<file path="src/rtl/snitch_dma_event_monitor.sv">
// -----------------------------------------------------------------------------
// snitch_dma_event_monitor
//
// Passive observer of the cluster DMA backend. It watches the AXI master
// channels and the backend data-buffer handshakes and produces a registered,
// one-cycle-per-occurrence event vector for the cluster performance counters.
// It also tracks outstanding read and write bursts to derive dma_busy, and
// flags counter under- and overflow as a sticky protocol error.
//
// Ports
//   clk_i, rst_ni                  clock, asynchronous active-low reset
//   clear_i                        synchronous clear of counters and err_o
//   aw_* / ar_*                    AXI address channels (valid, ready, len, size)
//   w_* / r_* / b_*                AXI data and response channels
//   buf_w_* / buf_r_*              backend data-buffer handshakes
//   backend_busy_i                 frontend/backend still has queued work
//   dma_events_o                   registered event vector
//   err_o                          sticky counter under/overflow flag
// -----------------------------------------------------------------------------

package snitch_dma_event_monitor_pkg;

    // Layout for the default DataWidth of 64 (8 strobes -> 4-bit byte count).
    typedef struct packed {
        logic       aw_stall;
        logic       ar_stall;
        logic       r_stall;
        logic       w_stall;
        logic       buf_w_stall;
        logic       buf_r_stall;
        logic       aw_done;
        logic       ar_done;
        logic       r_done;
        logic       w_done;
        logic       b_done;
        logic       dma_busy;
        logic [7:0] aw_len;
        logic [2:0] aw_size;
        logic [7:0] ar_len;
        logic [2:0] ar_size;
        logic [3:0] num_bytes_written;
    } dma_events_t;

endpackage

module snitch_dma_event_monitor #(
    parameter int unsigned DataWidth      = 64,
    parameter int unsigned MaxOutstanding = 16,
    parameter type         dma_events_t   = snitch_dma_event_monitor_pkg::dma_events_t
) (
    input  logic                   clk_i,
    input  logic                   rst_ni,
    input  logic                   clear_i,
    input  logic                   aw_valid_i,
    input  logic                   aw_ready_i,
    input  logic [7:0]             aw_len_i,
    input  logic [2:0]             aw_size_i,
    input  logic                   ar_valid_i,
    input  logic                   ar_ready_i,
    input  logic [7:0]             ar_len_i,
    input  logic [2:0]             ar_size_i,
    input  logic                   w_valid_i,
    input  logic                   w_ready_i,
    input  logic                   w_last_i,
    input  logic [DataWidth/8-1:0] w_strb_i,
    input  logic                   r_valid_i,
    input  logic                   r_ready_i,
    input  logic                   r_last_i,
    input  logic                   b_valid_i,
    input  logic                   b_ready_i,
    input  logic                   buf_w_valid_i,
    input  logic                   buf_w_ready_i,
    input  logic                   buf_r_valid_i,
    input  logic                   buf_r_ready_i,
    input  logic                   backend_busy_i,
    output dma_events_t            dma_events_o,
    output logic                   err_o
);

    localparam int unsigned StrbWidth = DataWidth / 8;
    localparam int unsigned NbwWidth  = $clog2(StrbWidth) + 1;
    localparam int unsigned CntWidth  = $clog2(MaxOutstanding + 1);
    localparam logic [CntWidth-1:0] CntMax = CntWidth'(MaxOutstanding);

    // Number of set strobe bits; never exceeds StrbWidth so NbwWidth suffices.
    function automatic logic [NbwWidth-1:0] popcount(input logic [StrbWidth-1:0] v);
        logic [NbwWidth-1:0] c;
        c = '0;
        for (int i = 0; i < StrbWidth; i++) begin
            c = c + NbwWidth'(v[i]);
        end
        return c;
    endfunction

    // Saturating up/down step. Returns {error, next_count}; a simultaneous
    // increment and decrement cancels out and can never raise an error.
    function automatic logic [CntWidth:0] cnt_step(input logic [CntWidth-1:0] cnt,
                                                   input logic inc,
                                                   input logic dec);
        logic                err;
        logic [CntWidth-1:0] nxt;
        err = 1'b0;
        nxt = cnt;
        case ({inc, dec})
            2'b10: begin
                if (cnt == CntMax) begin
                    err = 1'b1;
                end else begin
                    nxt = cnt + CntWidth'(1);
                end
            end
            2'b01: begin
                if (cnt == '0) begin
                    err = 1'b1;
                end else begin
                    nxt = cnt - CntWidth'(1);
                end
            end
            default: begin
                nxt = cnt;
            end
        endcase
        return {err, nxt};
    endfunction

    logic w_aw_hs, w_ar_hs, w_wd_hs, w_rd_hs, w_b_hs;
    logic w_rd_last_hs;

    assign w_aw_hs      = aw_valid_i & aw_ready_i;
    assign w_ar_hs      = ar_valid_i & ar_ready_i;
    assign w_wd_hs      = w_valid_i & w_ready_i;
    assign w_rd_hs      = r_valid_i & r_ready_i;
    assign w_b_hs       = b_valid_i & b_ready_i;
    assign w_rd_last_hs = w_rd_hs & r_last_i;

    // W beat boundaries carry no information for the counters or events.
    logic w_unused_s;
    assign w_unused_s = w_last_i;

    logic [CntWidth-1:0] r_wr_cnt, r_rd_cnt;
    logic                r_err;
    dma_events_t         r_events;

    logic [CntWidth:0]   w_wr_step, w_rd_step;
    logic [CntWidth-1:0] w_wr_cnt_next, w_rd_cnt_next;
    logic                w_err_next;
    dma_events_t         w_events_next;

    // Next-state counters and error; clear overrides any same-cycle handshake.
    always_comb begin
        w_wr_step = cnt_step(r_wr_cnt, w_aw_hs, w_b_hs);
        w_rd_step = cnt_step(r_rd_cnt, w_ar_hs, w_rd_last_hs);
        if (clear_i) begin
            w_wr_cnt_next = '0;
            w_rd_cnt_next = '0;
            w_err_next    = 1'b0;
        end else begin
            w_wr_cnt_next = w_wr_step[CntWidth-1:0];
            w_rd_cnt_next = w_rd_step[CntWidth-1:0];
            w_err_next    = r_err | w_wr_step[CntWidth] | w_rd_step[CntWidth];
        end
    end

    // Next-cycle event vector; busy looks at the post-update counters.
    always_comb begin
        w_events_next             = '0;
        w_events_next.aw_stall    = aw_valid_i & ~aw_ready_i;
        w_events_next.ar_stall    = ar_valid_i & ~ar_ready_i;
        w_events_next.r_stall     = r_valid_i & ~r_ready_i;
        w_events_next.w_stall     = w_valid_i & ~w_ready_i;
        w_events_next.buf_w_stall = buf_w_valid_i & ~buf_w_ready_i;
        w_events_next.buf_r_stall = buf_r_valid_i & ~buf_r_ready_i;
        w_events_next.aw_done     = w_aw_hs;
        w_events_next.ar_done     = w_ar_hs;
        w_events_next.r_done      = w_rd_hs;
        w_events_next.w_done      = w_wd_hs;
        w_events_next.b_done      = w_b_hs;
        w_events_next.dma_busy    = (w_wr_cnt_next != '0) | (w_rd_cnt_next != '0)
                                    | backend_busy_i;
        if (w_aw_hs) begin
            w_events_next.aw_len  = aw_len_i;
            w_events_next.aw_size = aw_size_i;
        end else begin
            w_events_next.aw_len  = 8'd0;
            w_events_next.aw_size = 3'd0;
        end
        if (w_ar_hs) begin
            w_events_next.ar_len  = ar_len_i;
            w_events_next.ar_size = ar_size_i;
        end else begin
            w_events_next.ar_len  = 8'd0;
            w_events_next.ar_size = 3'd0;
        end
        if (w_wd_hs) begin
            w_events_next.num_bytes_written = popcount(w_strb_i);
        end else begin
            w_events_next.num_bytes_written = '0;
        end
    end

    // State and output registers; reset drops all outstanding bookkeeping.
    always_ff @(posedge clk_i or negedge rst_ni) begin
        if (!rst_ni) begin
            r_wr_cnt <= '0;
            r_rd_cnt <= '0;
            r_err    <= 1'b0;
            r_events <= '0;
        end else begin
            r_wr_cnt <= w_wr_cnt_next;
            r_rd_cnt <= w_rd_cnt_next;
            r_err    <= w_err_next;
            r_events <= w_events_next;
        end
    end

    assign dma_events_o = r_events;
    assign err_o        = r_err;

endmodule

</file>
<file path="config.mk">
export PLATFORM = sky130hd
export DESIGN_NAME = snitch_dma_event_monitor
export DESIGN_NICKNAME = d
export VERILOG_FILES = /design/src/rtl/snitch_dma_event_monitor.sv
export SDC_FILE = /design/constraint.sdc
export NUM_CORES = 1
export LEC_CHECK = 0
export CORE_MARGIN = 4
export CORE_UTILIZATION = 25
export DETAILED_ROUTE_END_ITERATION = 10
export PLACE_DENSITY = 0.52
export SLEW_MARGIN = 20
export SYNTH_ARGS = -nofsm -noshare
export SYNTH_HDL_FRONTEND = slang
export SYNTH_SLANG_ARGS = --single-unit
export TNS_END_PERCENT = 5
</file>
<file path="constraint.sdc">
create_clock -name clk_i -period 2.3 [get_ports clk_i]
set_input_delay 0.69 -clock clk_i [delete_from_list [all_inputs] [get_ports clk_i]]
set_output_delay 0.69 -clock clk_i [all_outputs]
set_load 0.1 [all_outputs]
</file>
# Word level (Yosys, flattened, before mapping)
# Index checks and enable logic that the tools add are counted.
# W data, S select, Z words.
# op_classes
bitwise_logic,22
n_mux,18
add_sub_neg,11
n_mul,0
n_lt_le_gt_ge,0
n_eq_ne,6
shift,0
n_reduce_logical,4
div_mod_pow,0
# ops
operator,count
$mux W5,6
$mux W11,2
$pmux W5 S2,2
$add A4 B1 Y4,4
$and A1 B1 Y1,12
$add A5 B1 Y5 const B,2
$eq A5 B5 Y1 const B,2
$logic_not A5 Y1,2
$reduce_bool A5 Y1,2
$sub A5 B1 Y5 const B,2
$not A1 Y1,6
$mux W1,5
$add A3 B1 Y4,1
$eq A2 B1 Y1 const B,2
$eq A2 B2 Y1 const B,2
$mux W4,1
$or A1 B1 Y1,4
$pmux W1 S2,2
$add A2 B1 Y3,1
$add A1 B1 Y2,1
# word_totals
ff_bits,49
input_bits,50
mem_count,0
ram_bits,0
out_inout_bits,39
romBits,0
wordCells,81
latch_bits,0

# Logic depth before layout (Yosys ltp)
# Gate-level depths: netlist (run 1).
# depth
depth_word,8
mapped_depth,10
mapped_depth_nobuf,10

# Least setup slack after synthesis (run 1)
# No wires, ideal clock.
# synth_path
path_kind,input port to flip-flop
start,input w_strb_i[0]
end,register r_events (netlist bit dma_events_o[2])
arrival_ns,2.917
slack_ns,-0.737
setup_time_ns,0.119
path_stages,10
required_ns,2.181
cell_sequence,fa_1 inv_1 fa_1 fa_1 inv_1 ha_1 inv_1 fa_1 xor2_1 nor2_1
# synth_rtl
item,line,rtl
start: declaration,65,"input logic [DataWidth/8-1:0] w_strb_i,"
end signal: assignment,212,r_events <= w_events_next;
end: declaration,142,dma_events_t r_events;

==> results of run 1 <==
-- cells in the final DEF (no fill, tap or decap), types with 3 or more instances in the layout --
| cell type | Yosys | routed |
|---|---|---|
| sky130_fd_sc_hd__a21oi_1 | 8 | 7 |
| sky130_fd_sc_hd__and2_1 | 9 | 8 |
| sky130_fd_sc_hd__and3_1 | 24 | 24 |
| sky130_fd_sc_hd__buf_2 | 2 | 3 |
| sky130_fd_sc_hd__buf_4 | 0 | 82 |
| sky130_fd_sc_hd__clkbuf_8 | 2 | 5 |
| sky130_fd_sc_hd__clkdlybuf4s50_1 | 0 | 44 |
| sky130_fd_sc_hd__dfrtp_1 | 49 | 49 |
| sky130_fd_sc_hd__fa_1 | 4 | 3 |
| sky130_fd_sc_hd__ha_1 | 11 | 7 |
| sky130_fd_sc_hd__inv_1 | 27 | 24 |
| sky130_fd_sc_hd__inv_2 | 0 | 3 |
| sky130_fd_sc_hd__mux2i_1 | 3 | 3 |
| sky130_fd_sc_hd__nand2_1 | 7 | 7 |
| sky130_fd_sc_hd__nand2b_1 | 3 | 3 |
| sky130_fd_sc_hd__nand3_1 | 4 | 4 |
| sky130_fd_sc_hd__nor2_1 | 10 | 10 |
| sky130_fd_sc_hd__nor2b_1 | 10 | 10 |
| sky130_fd_sc_hd__nor3_1 | 5 | 5 |
| sky130_fd_sc_hd__o21ai_0 | 3 | 3 |
| sky130_fd_sc_hd__o22ai_1 | 3 | 3 |
-- timing repair --
| action | in CTS | in global routing |
|---|---|---|
| setup buffers | 0 | 0 |
| endpoints found under the setup margin | 8 | 8 |
| resized for setup | 27 | 2 |
| pin swaps | 6 | 3 |
| hold buffers | 0 | 0 |
| cloned | 0 | 0 |
-- sequential cells by signal, summed over array words and instances, names as in the netlist --
name / count
err_o: 1
r_rd_cnt: 5
r_wr_cnt: 5
dma_events_o: 38
-- power groups by stage --
stage	logic, mW	clock network [mW]	registers [mW]
finish	0.670	0.513	0.908
global route	0.719	0.568	0.912
CTS	0.675	0.543	0.909
detailed placement	0.652	0	0.925
global placement	0.646	0	0.925
floorplan	0.143	0	1.19
-- stage by stage --
step | power [mW] | hold slack [ns] | instances
final | 2.090 | 0.3181 | 492
after floorplan | 1.330 | 0.3944 | 234
after global placement | 1.571 | 0.5066 | 484
after global routing | 2.199 | 0.3392 | 492
after detailed placement | 1.578 | 0.5119 | 484
after CTS | 2.126 | 0.3310 | 492
-- logic make-up (layout without fill, tap and decap cells) --
family	after synthesis	count (layout)	synth area share, %
simple gates	87	87	20.92
flops	49	49	49.40
buf+inv	40	165	7.258
compound gates	38	38	11.64
fa+ha+maj	15	15	8.770
mux	4	4	1.663
xor+xnor	1	1	0.3529
-- metal layers --
metal | up-vias | share of wire [%]
li1 | 1059 | -
met1 | 1015 | 42
met2 | 66 | 49
met3 | 8 | 7.7
met4 | 0 | 0.92
met5 | - | 0
-- path summary, 6_finish.rpt --
check	start	end	slack (ns)	cells past startpoint
max in group asynchronous	rst_ni	dma_events_o[18]	1.34	2
worst min register to register	err_o	err_o	0.52	2
min in group clk_i	err_o	err_o	0.52	2
worst min-delay path	rst_ni	r_wr_cnt[2]	0.32	1
worst max-delay path	w_strb_i[0]	dma_events_o[1]	-0.56	10
worst max register to register	r_wr_cnt[0]	dma_events_o[26]	-0.01	7
-- layout make-up --
class	count	area (um2)	share of cell area, %
tap	133	166.4	4.376
sequential	49	1226	32.25
inverter	27	101.3	2.665
timing repair buffer	130	1082	28.46
clock inverter	3	21.27	0.5594
clock buffer	5	68.82	1.810
multi-input combinational	145	1136	29.88
-- critical path: stages --
cell                     delay [ns]
sky130_fd_sc_hd__buf_6         0.09
sky130_fd_sc_hd__fa_1          0.54
sky130_fd_sc_hd__inv_2         0.04
sky130_fd_sc_hd__fa_1          0.49
sky130_fd_sc_hd__fa_1          0.42
sky130_fd_sc_hd__inv_2         0.08
sky130_fd_sc_hd__ha_4          0.13
sky130_fd_sc_hd__inv_2         0.03
sky130_fd_sc_hd__fa_2          0.51
sky130_fd_sc_hd__nor2_1        0.04
==> results summary, run 1 <==
The path class of the tightest hold or removal check is input port to asynchronous set/reset pin. The cell count after synthesis is 234. The critical path is of the input port to flip-flop type. Summed over all instances, the cell type with the most area after synthesis is sky130_fd_sc_hd__dfrtp_1. The number of buffers on the longest clock path is 2. For the final database, setup skew stands at 0.005567 ns. The final number of hold-violating endpoints is 0. The leakage dissipation came out at 1.894 nW.

The number of antenna diodes came out at 0. The global-route track usage on met2 is 19.67%. The aggregate global routing overflow is 0. Of the total power, registers draw 43.4%.

The number of iterations in the first detailed-routing pass is 4. After detailed routing, the average wire length per cell comes to 13.03 um. The die boundary height came out at 107.6 um. STA classifies the critical path startpoint as an input port.

The maximum level of the CTS H-tree is 2. The floorplan row count is 36. In the global route stage, met3 resource usage came out at 3.779%. By instance count, the leading cell after synthesis is sky130_fd_sc_hd__dfrtp_1. The checks that failed: negative setup slack. From synthesis to final layout, the design area changed by 53.18%.

The number of nets in the layout is 423. The count of distinct cell types in the synthesized netlist came out at 51. The overall routed net length came out at 6410 um. The total area inside the core boundary comes to 9729 um2. After global routing, the most crowded layer is met2. Port buffering added 87 buffers. Of all flip-flops after synthesis, the portion carrying an async set or reset was 100.0%. The overall via count from detail_route is 2148. The highest ir drop seen on vdd is 0.2317 mV.

Setup repair after global routing could not meet its margin everywhere. In this run the power density over the cells is 549.8 nW/um2. Adding up every negative setup slack in the final design gives -1.911 ns. Setup slack on the critical path of the routed design comes to -0.5625 ns. The total I/O pin count is 89. Routability-driven placement finished with a final weighted congestion of 0.8714. Setup violations remaining at the end of the flow were counted as 6. The slew at the pin with the worst max-slew slack is 0.4314 ns. The clock share of power is 24.5%.

The flow ran to the end, but the final reports show violations. The relative slew slack is 71.24%. The endpoint type of the worst setup path is a flip-flop. The count of warnings emitted by yosys came out at 0. The CTS sink count came out at 49.

The fmax is 349.3 MHz. The average vias per placed instance is 4.366. The clock latency of the later-clocked register in the worst-skew pair came out at 0.30 ns. The share of the core filled with cells came out at 39.08%.

The first-pass GRT wire length came out at 10470 um. The placed wire-length estimate after detailed placement came out at 5183 um. After synthesis, the mean cell area works out to 10.61 um2.

Ranked by instance count, the synthesized netlist is headed by 49 x sky130_fd_sc_hd__dfrtp_1, 27 x sky130_fd_sc_hd__inv_1, 24 x sky130_fd_sc_hd__and3_1. The shortest clock period the worst path allows after layout came out at 2.863 ns. STA puts the critical path data arrival time at 3.06 ns. In the global route stage, met1 resource usage came out at 13.28%. The number of max-slew violations in the final report is 0. TritonCTS built the clock tree. The ratio of cells with drive above 1 in the final layout is 31.48%. In this run, the number of DRC markers left after iteration 0 of detailed routing was 77. In this run the cell area of the synthesized design comes to 2482 um2. The clock tree root buffer cell is sky130_fd_sc_hd__clkbuf_8.

Summing the sequential cell areas from Yosys gives 49.40% of the chip area. The number of global-route vias before repair came out at 2175. The area of the die came out at 11590 um2. The share of the clock period used by the worst path is 124.5%. The number of antenna violations at the first check in global routing came out at 0. In this run the worst path has a maximum fanout of 2. The largest net degree at the start of global routing came out at 23. Max-cap violations in this run came to 0. Of the post-synthesis cell area, the dominant cell type holds 49.40%. The analysis attributes to net switching a power of 0.7427 mW. The post-route antenna net violation count is 0.

The switching power share of the total came out at 35.53%. The number of nets in the synthesized netlist is 299. The post-detailed-route DRC marker count came out at 0.

The post-CTS clock slew at the launch and capture registers of the worst setup and hold paths is 0.10 ns. In this run, synthesis produced a sequential element count of 49. In this run, synthesis inferred 0 flip-flops with an integrated enable.

The horizontal die dimension is 107.6 um. The number of filler cells placed in the layout came out at 1018. Data on the critical path is required at its endpoint by 2.50 ns.

The area of all placed cells without fillers came out at 3802 um2. The relative contribution of combinational cells to total power is 32.0%. The initial standard-cell utilization of the core is 25.51%.

The overall track demand over capacity in global routing came out at 11.22%. The internal portion of the total power is 1.348 mW. The placed instances occupy a cell area of 3661 um2.

By area the synthesized netlist is led by sky130_fd_sc_hd__dfrtp_1 49%, sky130_fd_sc_hd__and3_1 6.0%, sky130_fd_sc_hd__ha_1 5.5%. The total clock buffers created by CTS came out at 5. The placement-stage worst setup slack came out at -1.283 ns. The main flop type after synthesis is sky130_fd_sc_hd__dfrtp_1.
(Power assumes the default switching activity.)
==> run 2, diff against run 1 <==
CTS_BUF_LIST = sky130_fd_sc_hd__clkbuf_8 sky130_fd_sc_hd__clkbuf_16   (was default)
==> results of run 2 <==
Same layout as run 1: the final DEF is identical, and so are final timing and power.
